--- config.mk ---
export PLATFORM = sky130hd
export DESIGN_NAME = conf_loader_flat
export DESIGN_NICKNAME = d
export VERILOG_FILES = /design/src/rtl/conf_loader_pkg.sv /design/src/rtl/conf_loader_if.sv /design/src/rtl/conf_line_unpacker.sv /design/src/rtl/conf_loader.sv /design/src/flat_wrapper.sv
export SDC_FILE = /design/constraint.sdc
export NUM_CORES = 2
export LEC_CHECK = 0
export ABC_AREA = 0
export BUFFER_PORTS_ARGS = -buffer_cell sky130_fd_sc_hd__buf_2
export CORE_AREA = 2 2 557 559
export DETAILED_ROUTE_END_ITERATION = 16
export DIE_AREA = 0 0 559 561
export PLACE_DENSITY = 0.4
export SLEW_MARGIN = 10
export SYNTH_ARGS = -nofsm -noshare
export SYNTH_HDL_FRONTEND = slang
export SYNTH_HIERARCHICAL = 1
export SYNTH_SLANG_ARGS = --single-unit
--- constraint.sdc ---
create_clock -name clk -period 3.3 [get_ports clk]
set_input_delay 0.66 -clock clk [delete_from_list [all_inputs] [get_ports clk]]
set_output_delay 0.66 -clock clk [all_outputs]
set_load 0.05 [all_outputs]
--- src/rtl/conf_loader_pkg.sv ---
// Shared definitions for the CGRA configuration loader.
//   state_t    : loader FSM states (the checksum states are only reachable
//                when CONF_LOADER_CHECKSUM_EN is defined)
//   STATE_W    : encoded state width
//   idx_width(): width of the per-line word index, able to hold 0..CONF_PER_LINE
package conf_loader_pkg;

    localparam int STATE_W = 4;

    typedef enum logic [STATE_W-1:0] {
        IDLE     = 4'd0,
        REQ_INIT = 4'd1,
        CAP_INIT = 4'd2,
        REQ_LINE = 4'd3,
        CAP_LINE = 4'd4,
        EMIT     = 4'd5,
        REQ_CHK  = 4'd6,
        CAP_CHK  = 4'd7,
        DONE     = 4'd8
    } state_t;

    function automatic int idx_width(input int per_line);
        return $clog2(per_line + 1);
    endfunction

endpackage

--- src/rtl/conf_loader_if.sv ---
// Host read stream plus configuration-memory write port of the loader.
//   rd_avail      : host has a line available
//   rd_data       : line data
//   rd_req        : one-cycle line request
//   wr_conf       : configuration write strobe
//   conf_out      : configuration word
//   conf_addr_out : configuration write address
// Handshake: rd_req is raised for exactly one cycle and only while rd_avail
// is 1 (rd_avail acts as ready, rd_req as the accepted request); the host
// must present the requested line on rd_data throughout the following cycle.
// The write port has no back-pressure: every cycle with wr_conf=1 is a write.
// Modports: master = loader side, slave = host/RAM side.
interface conf_loader_if #(
    parameter int DATA_W = 512,
    parameter int CONF_W = 352,
    parameter int ADDR_W = 10
);
    logic              rd_avail;
    logic [DATA_W-1:0] rd_data;
    logic              rd_req;
    logic              wr_conf;
    logic [CONF_W-1:0] conf_out;
    logic [ADDR_W-1:0] conf_addr_out;

    modport master (
        input  rd_avail, rd_data,
        output rd_req, wr_conf, conf_out, conf_addr_out
    );

    modport slave (
        output rd_avail, rd_data,
        input  rd_req, wr_conf, conf_out, conf_addr_out
    );
endinterface

--- src/rtl/conf_line_unpacker.sv ---
// Holds one host line and presents configuration word idx of it.
//   clk, rst : clock, synchronous active-high reset
//   load     : capture line_in
//   line_in  : packed words, word k at line_in[k*CONF_W +: CONF_W]
//   idx      : word index within the held line
//   word     : selected word (0 if idx is out of range)
//   last     : idx addresses the final word of the line
module conf_line_unpacker #(
    parameter int CONF_W        = 352,
    parameter int CONF_PER_LINE = 1,
    parameter int IDX_W         = 1
) (
    input  logic                            clk,
    input  logic                            rst,
    input  logic                            load,
    input  logic [CONF_PER_LINE*CONF_W-1:0] line_in,
    input  logic [IDX_W-1:0]                idx,
    output logic [CONF_W-1:0]               word,
    output logic                            last
);
    logic [CONF_PER_LINE*CONF_W-1:0] line_q;

    always_ff @(posedge clk) begin
        if (rst) begin
            line_q <= '0;
        end else if (load) begin
            line_q <= line_in;
        end
    end

    always_comb begin
        word = '0;
        for (int k = 0; k < CONF_PER_LINE; k++) begin
            if (idx == IDX_W'(k)) begin
                word = line_q[k*CONF_W +: CONF_W];
            end
        end
    end

    assign last = (idx == IDX_W'(CONF_PER_LINE - 1));
endmodule

--- src/rtl/conf_loader.sv ---
// CGRA configuration loader. Fetches one initial-configuration line, then
// num_conf configuration words from the host read stream, unpacking
// CONF_PER_LINE words per line onto the configuration-memory write port.
// Optional feature macro: CONF_LOADER_CHECKSUM_EN -- fetch one trailer line
// after the last word and flag error when its low CONF_W bits differ from the
// XOR of all words written in this load.
// Ports:
//   clk, rst      : clock, synchronous active-high reset
//   start         : launch pulse, ignored while busy
//   num_conf      : words to load (sampled on accepted start)
//   base_addr     : first write address (sampled on accepted start)
//   bus           : host read stream + config write port (master side)
//   initial_conf  : captured initial-configuration line
//   busy, done    : load in progress / load complete (held until next start)
//   error         : checksum mismatch, valid with done
//   dbg_state     : current FSM state
module conf_loader
    import conf_loader_pkg::*;
#(
    parameter int DATA_W        = 512,
    parameter int CONF_W        = 352,
    parameter int ADDR_W        = 10,
    parameter int CNT_W         = 32,
    parameter int CONF_PER_LINE = 1
) (
    input  logic              clk,
    input  logic              rst,
    input  logic              start,
    input  logic [CNT_W-1:0]  num_conf,
    input  logic [ADDR_W-1:0] base_addr,
    conf_loader_if.master     bus,
    output logic [DATA_W-1:0] initial_conf,
    output logic              busy,
    output logic              done,
    output logic              error,
    output state_t            dbg_state
);
    localparam int IDX_W  = idx_width(CONF_PER_LINE);
    localparam int LINE_W = CONF_PER_LINE * CONF_W;

`ifdef CONF_LOADER_CHECKSUM_EN
    localparam state_t FIN_STATE = REQ_CHK;
`else
    localparam state_t FIN_STATE = DONE;
`endif

    state_t            state, state_next;
    logic [CNT_W-1:0]  num_q, cnt, cnt_inc;
    logic [ADDR_W-1:0] addr;
    logic [IDX_W-1:0]  idx;
    logic [CONF_W-1:0] word;
    logic              last_in_line, start_ok, rd_req_c, wr_conf_c;

    assign cnt_inc  = cnt + CNT_W'(1);
    assign start_ok = start && (state == IDLE || state == DONE);

    conf_line_unpacker #(
        .CONF_W        (CONF_W),
        .CONF_PER_LINE (CONF_PER_LINE),
        .IDX_W         (IDX_W)
    ) u_unpacker (
        .clk     (clk),
        .rst     (rst),
        .load    (state == CAP_LINE),
        .line_in (bus.rd_data[LINE_W-1:0]),
        .idx     (idx),
        .word    (word),
        .last    (last_in_line)
    );

    always_ff @(posedge clk) begin
        if (rst) begin
            state <= IDLE;
        end else begin
            state <= state_next;
        end
    end

    always_comb begin
        state_next = state;
        rd_req_c   = 1'b0;
        wr_conf_c  = 1'b0;
        case (state)
            IDLE, DONE: begin
                if (start) state_next = REQ_INIT;
            end
            REQ_INIT: begin
                if (bus.rd_avail) begin
                    rd_req_c   = 1'b1;
                    state_next = CAP_INIT;
                end
            end
            CAP_INIT: state_next = (num_q != '0) ? REQ_LINE : FIN_STATE;
            REQ_LINE: begin
                if (bus.rd_avail) begin
                    rd_req_c   = 1'b1;
                    state_next = CAP_LINE;
                end
            end
            CAP_LINE: state_next = EMIT;
            EMIT: begin
                wr_conf_c = 1'b1;
                // Leave on the final word of the line or the final word of
                // the load, whichever comes first; tail words are dropped.
                if (last_in_line || cnt_inc == num_q) begin
                    state_next = (cnt_inc < num_q) ? REQ_LINE : FIN_STATE;
                end
            end
`ifdef CONF_LOADER_CHECKSUM_EN
            REQ_CHK: begin
                if (bus.rd_avail) begin
                    rd_req_c   = 1'b1;
                    state_next = CAP_CHK;
                end
            end
            CAP_CHK: state_next = DONE;
`endif
            default: state_next = IDLE;
        endcase
    end

    always_ff @(posedge clk) begin
        if (rst) begin
            num_q        <= '0;
            cnt          <= '0;
            addr         <= '0;
            idx          <= '0;
            initial_conf <= '0;
        end else begin
            case (state)
                IDLE, DONE: begin
                    if (start) begin
                        num_q <= num_conf;
                        addr  <= base_addr;
                        cnt   <= '0;
                        idx   <= '0;
                    end
                end
                CAP_INIT: initial_conf <= bus.rd_data;
                CAP_LINE: idx <= '0;
                EMIT: begin
                    addr <= addr + ADDR_W'(1);  // wraps modulo 2^ADDR_W
                    cnt  <= cnt_inc;
                    idx  <= idx + IDX_W'(1);
                end
                default: ;
            endcase
        end
    end

`ifdef CONF_LOADER_CHECKSUM_EN
    logic [CONF_W-1:0] csum;
    logic              error_q;

    always_ff @(posedge clk) begin
        if (rst) begin
            csum    <= '0;
            error_q <= 1'b0;
        end else if (start_ok) begin
            csum    <= '0;
            error_q <= 1'b0;
        end else if (state == EMIT) begin
            csum <= csum ^ word;
        end else if (state == CAP_CHK) begin
            error_q <= (bus.rd_data[CONF_W-1:0] != csum);
        end
    end

    assign error = error_q;
`else
    assign error = 1'b0;
`endif

    assign bus.rd_req        = rd_req_c;
    assign bus.wr_conf       = wr_conf_c;
    assign bus.conf_out      = word;
    assign bus.conf_addr_out = addr;
    assign busy              = (state != IDLE) && (state != DONE);
    assign done              = (state == DONE);
    assign dbg_state         = state;
endmodule
--- src/flat_wrapper.sv ---
// flat-port wrapper written by rule: the top's interface ports become plain ports
module conf_loader_flat import conf_loader_pkg::*;
#(
    parameter int DATA_W        = 512,
    parameter int CONF_W        = 352,
    parameter int ADDR_W        = 10,
    parameter int CNT_W         = 32,
    parameter int CONF_PER_LINE = 1
)
  (clk, rst, start, num_conf, base_addr, initial_conf, busy, done, error, dbg_state, bus_rd_avail, bus_rd_data, bus_rd_req, bus_wr_conf, bus_conf_out, bus_conf_addr_out);
  conf_loader_if #(.DATA_W(DATA_W), .CONF_W(CONF_W), .ADDR_W(ADDR_W)) bus_i ();
  input  logic clk;
  input  logic rst;
  input  logic start;
  input  logic [CNT_W-1:0] num_conf;
  input  logic [ADDR_W-1:0] base_addr;
  output logic [DATA_W-1:0] initial_conf;
  output logic busy;
  output logic done;
  output logic error;
  output state_t dbg_state;
  input wire logic [$bits(bus_i.rd_avail)-1:0] bus_rd_avail;
  input wire logic [$bits(bus_i.rd_data)-1:0] bus_rd_data;
  output wire logic [$bits(bus_i.rd_req)-1:0] bus_rd_req;
  output wire logic [$bits(bus_i.wr_conf)-1:0] bus_wr_conf;
  output wire logic [$bits(bus_i.conf_out)-1:0] bus_conf_out;
  output wire logic [$bits(bus_i.conf_addr_out)-1:0] bus_conf_addr_out;
  assign bus_i.rd_avail = bus_rd_avail;
  assign bus_i.rd_data = bus_rd_data;
  assign bus_rd_req = bus_i.rd_req;
  assign bus_wr_conf = bus_i.wr_conf;
  assign bus_conf_out = bus_i.conf_out;
  assign bus_conf_addr_out = bus_i.conf_addr_out;
  conf_loader #(.DATA_W(DATA_W), .CONF_W(CONF_W), .ADDR_W(ADDR_W), .CNT_W(CNT_W), .CONF_PER_LINE(CONF_PER_LINE)) u_core (.clk(clk), .rst(rst), .start(start), .num_conf(num_conf), .base_addr(base_addr), .bus(bus_i), .initial_conf(initial_conf), .busy(busy), .done(done), .error(error), .dbg_state(dbg_state));
endmodule
==> out/qor.yml <==
run:
  drv_cap: 0
finish:
  fill_cells: 34800
  nets: 6653
  final_util_pct: 18.4
  area_growth_syn_to_layout_pct: 53.0
  stdcell_area_um2: 56500
  drive_gt1_share_pct: 29.6
timing:
  fin_crit_ps: 3230
  tightest_slew_ps: 1000
  fmax_mhz: 309
  report.final.slew_viol_count: 0
  period_share_pct: 98.0
  grt_setup_unrepaired: "true"
  hold_ws_ps: 74.2
  fin_skew_ps: 76.7
  fin_ws_ps: 66.5
  worst_slew_margin_rel_pct: 33.1
  finalSetupViolations: 0
  hold_viol_final: 0
floorplan:
  dieArea_um2: 314000
  core_area_um2: 308000
  die_y_um: 561
  rows: 204
  die_x_um: 559
  ios: 1441
  start_util_pct: 12.0
clocking:
  clockRootBuffer: "clkbuf_16"
  clockBufferDepth: 4
  clk_pin_slew_ps: 60
  cts_buffers: 121
  htreeDepth: 3
  clkSinkCount: 943
  tritoncts: "done"
  clkLatencyLatePin_ps: 880
yosys:
  synth_seq_cells: 943
  synth_ff_type: "dfxtp_1"
  mappedNetlistArea_um2: 36900
  synth.most_common_cell: "nand2_1"
  async_flop_share_pct: 0
  synth.area.top_cells: "dfxtp_1 51%, nand2_1 11%, mux2i_1 9.5%"
  syn-num-nets: 4949
  yosysTopAreaCell: "dfxtp_1"
  ys.warnings.count: 6
  synthDistinctLibCells: 62
  synth_edf_count: 0
  syn_avg_cell_area_um2: 8.48
  ys_seq_area_share_pct: 51.1
  synth_commonest_cells: "1,117 x nand2_1, 943 x dfxtp_1, 587 x a21oi_1"
  syn_inst: 4357
  yosysTopAreaCellShare_pct: 51.1
routing:
  ant_nets: 0
  routedWlPerCell_um: 21.4
  vias_per_cell: 3.57
  drc: 0
  drt_iter0_markers: 1990
  num_vias: 36800
  drt_pass1_iterations: 8
  wl_um: 221000
global_routing:
  grtUsageMet2_pct: 23.3
  grt_util_met3_pct: 5.62
  antenna_found_initial: 51
  busiest_layer: "met2"
  overflow: 0
  grt_max_degree: 95
  use_met1_pct: 14.6
  grtUsageTotal_pct: 13.4
  first_global_vias: 36800
  grt_first_pass_wirelength_um: 300000
setup_path:
  crit_top_cell: "nand4_1"
  critPathMaxFanout: 4
  path_cells: "buf_6 > nand4_1 > or2_4 > nor3_2 > buf_4 > xor2_1 > ha_1 > nand4_1 > inv_1 > a221oi_2 > o22ai_1 > a31o_2 > o221a_2"
  slowest_stage: "or2_4"
  arrival_ps: 4000
  slowest_delay_ps: 370
  startpoint_type: "register"
  cp-end-kind: "register"
  worstSetupPathType: "reg2reg"
  worstPathRequired_ps: 4060
pwr:
  p_leak_nw: 23.9
  power.density_nw_per_um2: 578
  vdd_drop_max_v: 0.000419
outcome:
  status: "finished, final reports clean"
placed_design:
  place_area_um2: 49300
  hpwl_um: 179000
  dp_slack_ps: -124
  io_buffers: 1439
  globalplace.congestion: 0.892
worst_hold_path:
  hold_class: "in2reg"
-- routing by layer --
metal | up-vias | share of wire (%)
li1 | 17600 | -
met1 | 17500 | 38
met2 | 1359 | 48
met3 | 274 | 9.9
met4 | 28 | 3.5
met5 | - | 0.081
-- flip-flops by register name, summed over array words and instances (netlist names) --
name / count
u_core/idx: 1
u_core/initial_conf: 512
u_core/u_unpacker/line_q: 352
u_core/cnt: 32
u_core/bus.conf_addr_out: 10
u_core/dbg_state: 4
u_core/num_q: 32
-- worst max-delay path: cells and delay by family, from the launching register on --
kind	cells	cell delay (ps)
xor+xnor	1	180
compound gates	4	880
buf+inv	3	340
fa+ha+maj	1	280
flops	1	350
simple gates	4	1090
-- cell usage in the layout (no fill, tap or decap), types with 13 or more instances in the layout --
cell type,n
a21oi_1,586
and2b_1,60
buf_12,32
buf_2,1437
buf_4,132
clkbuf_1,30
clkbuf_16,121
clkbuf_8,24
clkinv_2,17
dfxtp_1,938
diode_2,24
dlygate4sd3_1,301
ha_1,34
inv_1,39
mux2i_1,352
nand2_1,1116
nand3_1,27
nor2_1,396
nor2b_1,295
o21ai_0,28
xnor2_1,14
xor2_1,13
-- per-stage QoR --
stage          TNS [ps]  power, W  std cells
2_1_floorplan         0    0.0165       4357
3_3_place_gp       -262    0.0192       9753
3_5_place_dp       -327    0.0192       9753
4_1_cts               0    0.0333      10300
5_1_grt            -468    0.0341      10300
6_report              0    0.0327      10300
-- kinds of logic (layout without fill, tap and decap cells) --
family	Yosys count	count (layout)	share of synthesized area, %
multiplexers	352	352	9.54
XOR/XNOR	30	30	0.732
buffers and inverters	362	2155	4.69
adder cells (fa/ha/maj)	34	34	1.15
other	1	25	0.0102
AND/OR/NAND/NOR	1971	1971	23.4
flip-flops	943	943	51.1
AO/OA/AOI/OAI	664	664	9.40
-- path summary, 6_finish.rpt --
check                                 from                  endpoint  slack, ps  depth (start not counted)
setup / recovery             u_core/cnt[1]       u_core/dbg_state[3]         70                         13
hold / removal             bus_rd_data[20]   u_core/initial_conf[20]         70                          3
setup reg to reg             u_core/cnt[1]       u_core/dbg_state[3]         70                         13
hold reg to reg   u_core/initial_conf[127]  u_core/initial_conf[127]        450                          2
-- power by group --
part | switching, W | internal [W] | leakage [nW]
logic | 0.00505 | 0.00169 | 14.3
registers | 0.000407 | 0.0120 | 7.63
clock network | 0.00561 | 0.00790 | 1.95
total | 0.0111 | 0.0216 | 23.9
-- cell type report --
type,count,area (um2),area share [%]
multi-input cells,3052,16400,29.1
flip-flops and latches,943,18900,33.4
clock inverters,37,492,0.870
inverters,39,146,0.259
diodes,24,60.1,0.106
clock buffers,175,3470,6.14
repair buffers,1904,11900,21.0
well taps,4120,5150,9.12
-- repair_timing --
item / in CTS / in global routing
buffers inserted: 3 / 1
pin swaps: 2 / 17
gates resized for setup: 2 / 22
endpoints found under the setup margin: 31 / 5
endpoints found under the hold margin: 427 / 0
hold buffers: 301 / 0
(Power assumes the default switching activity.)
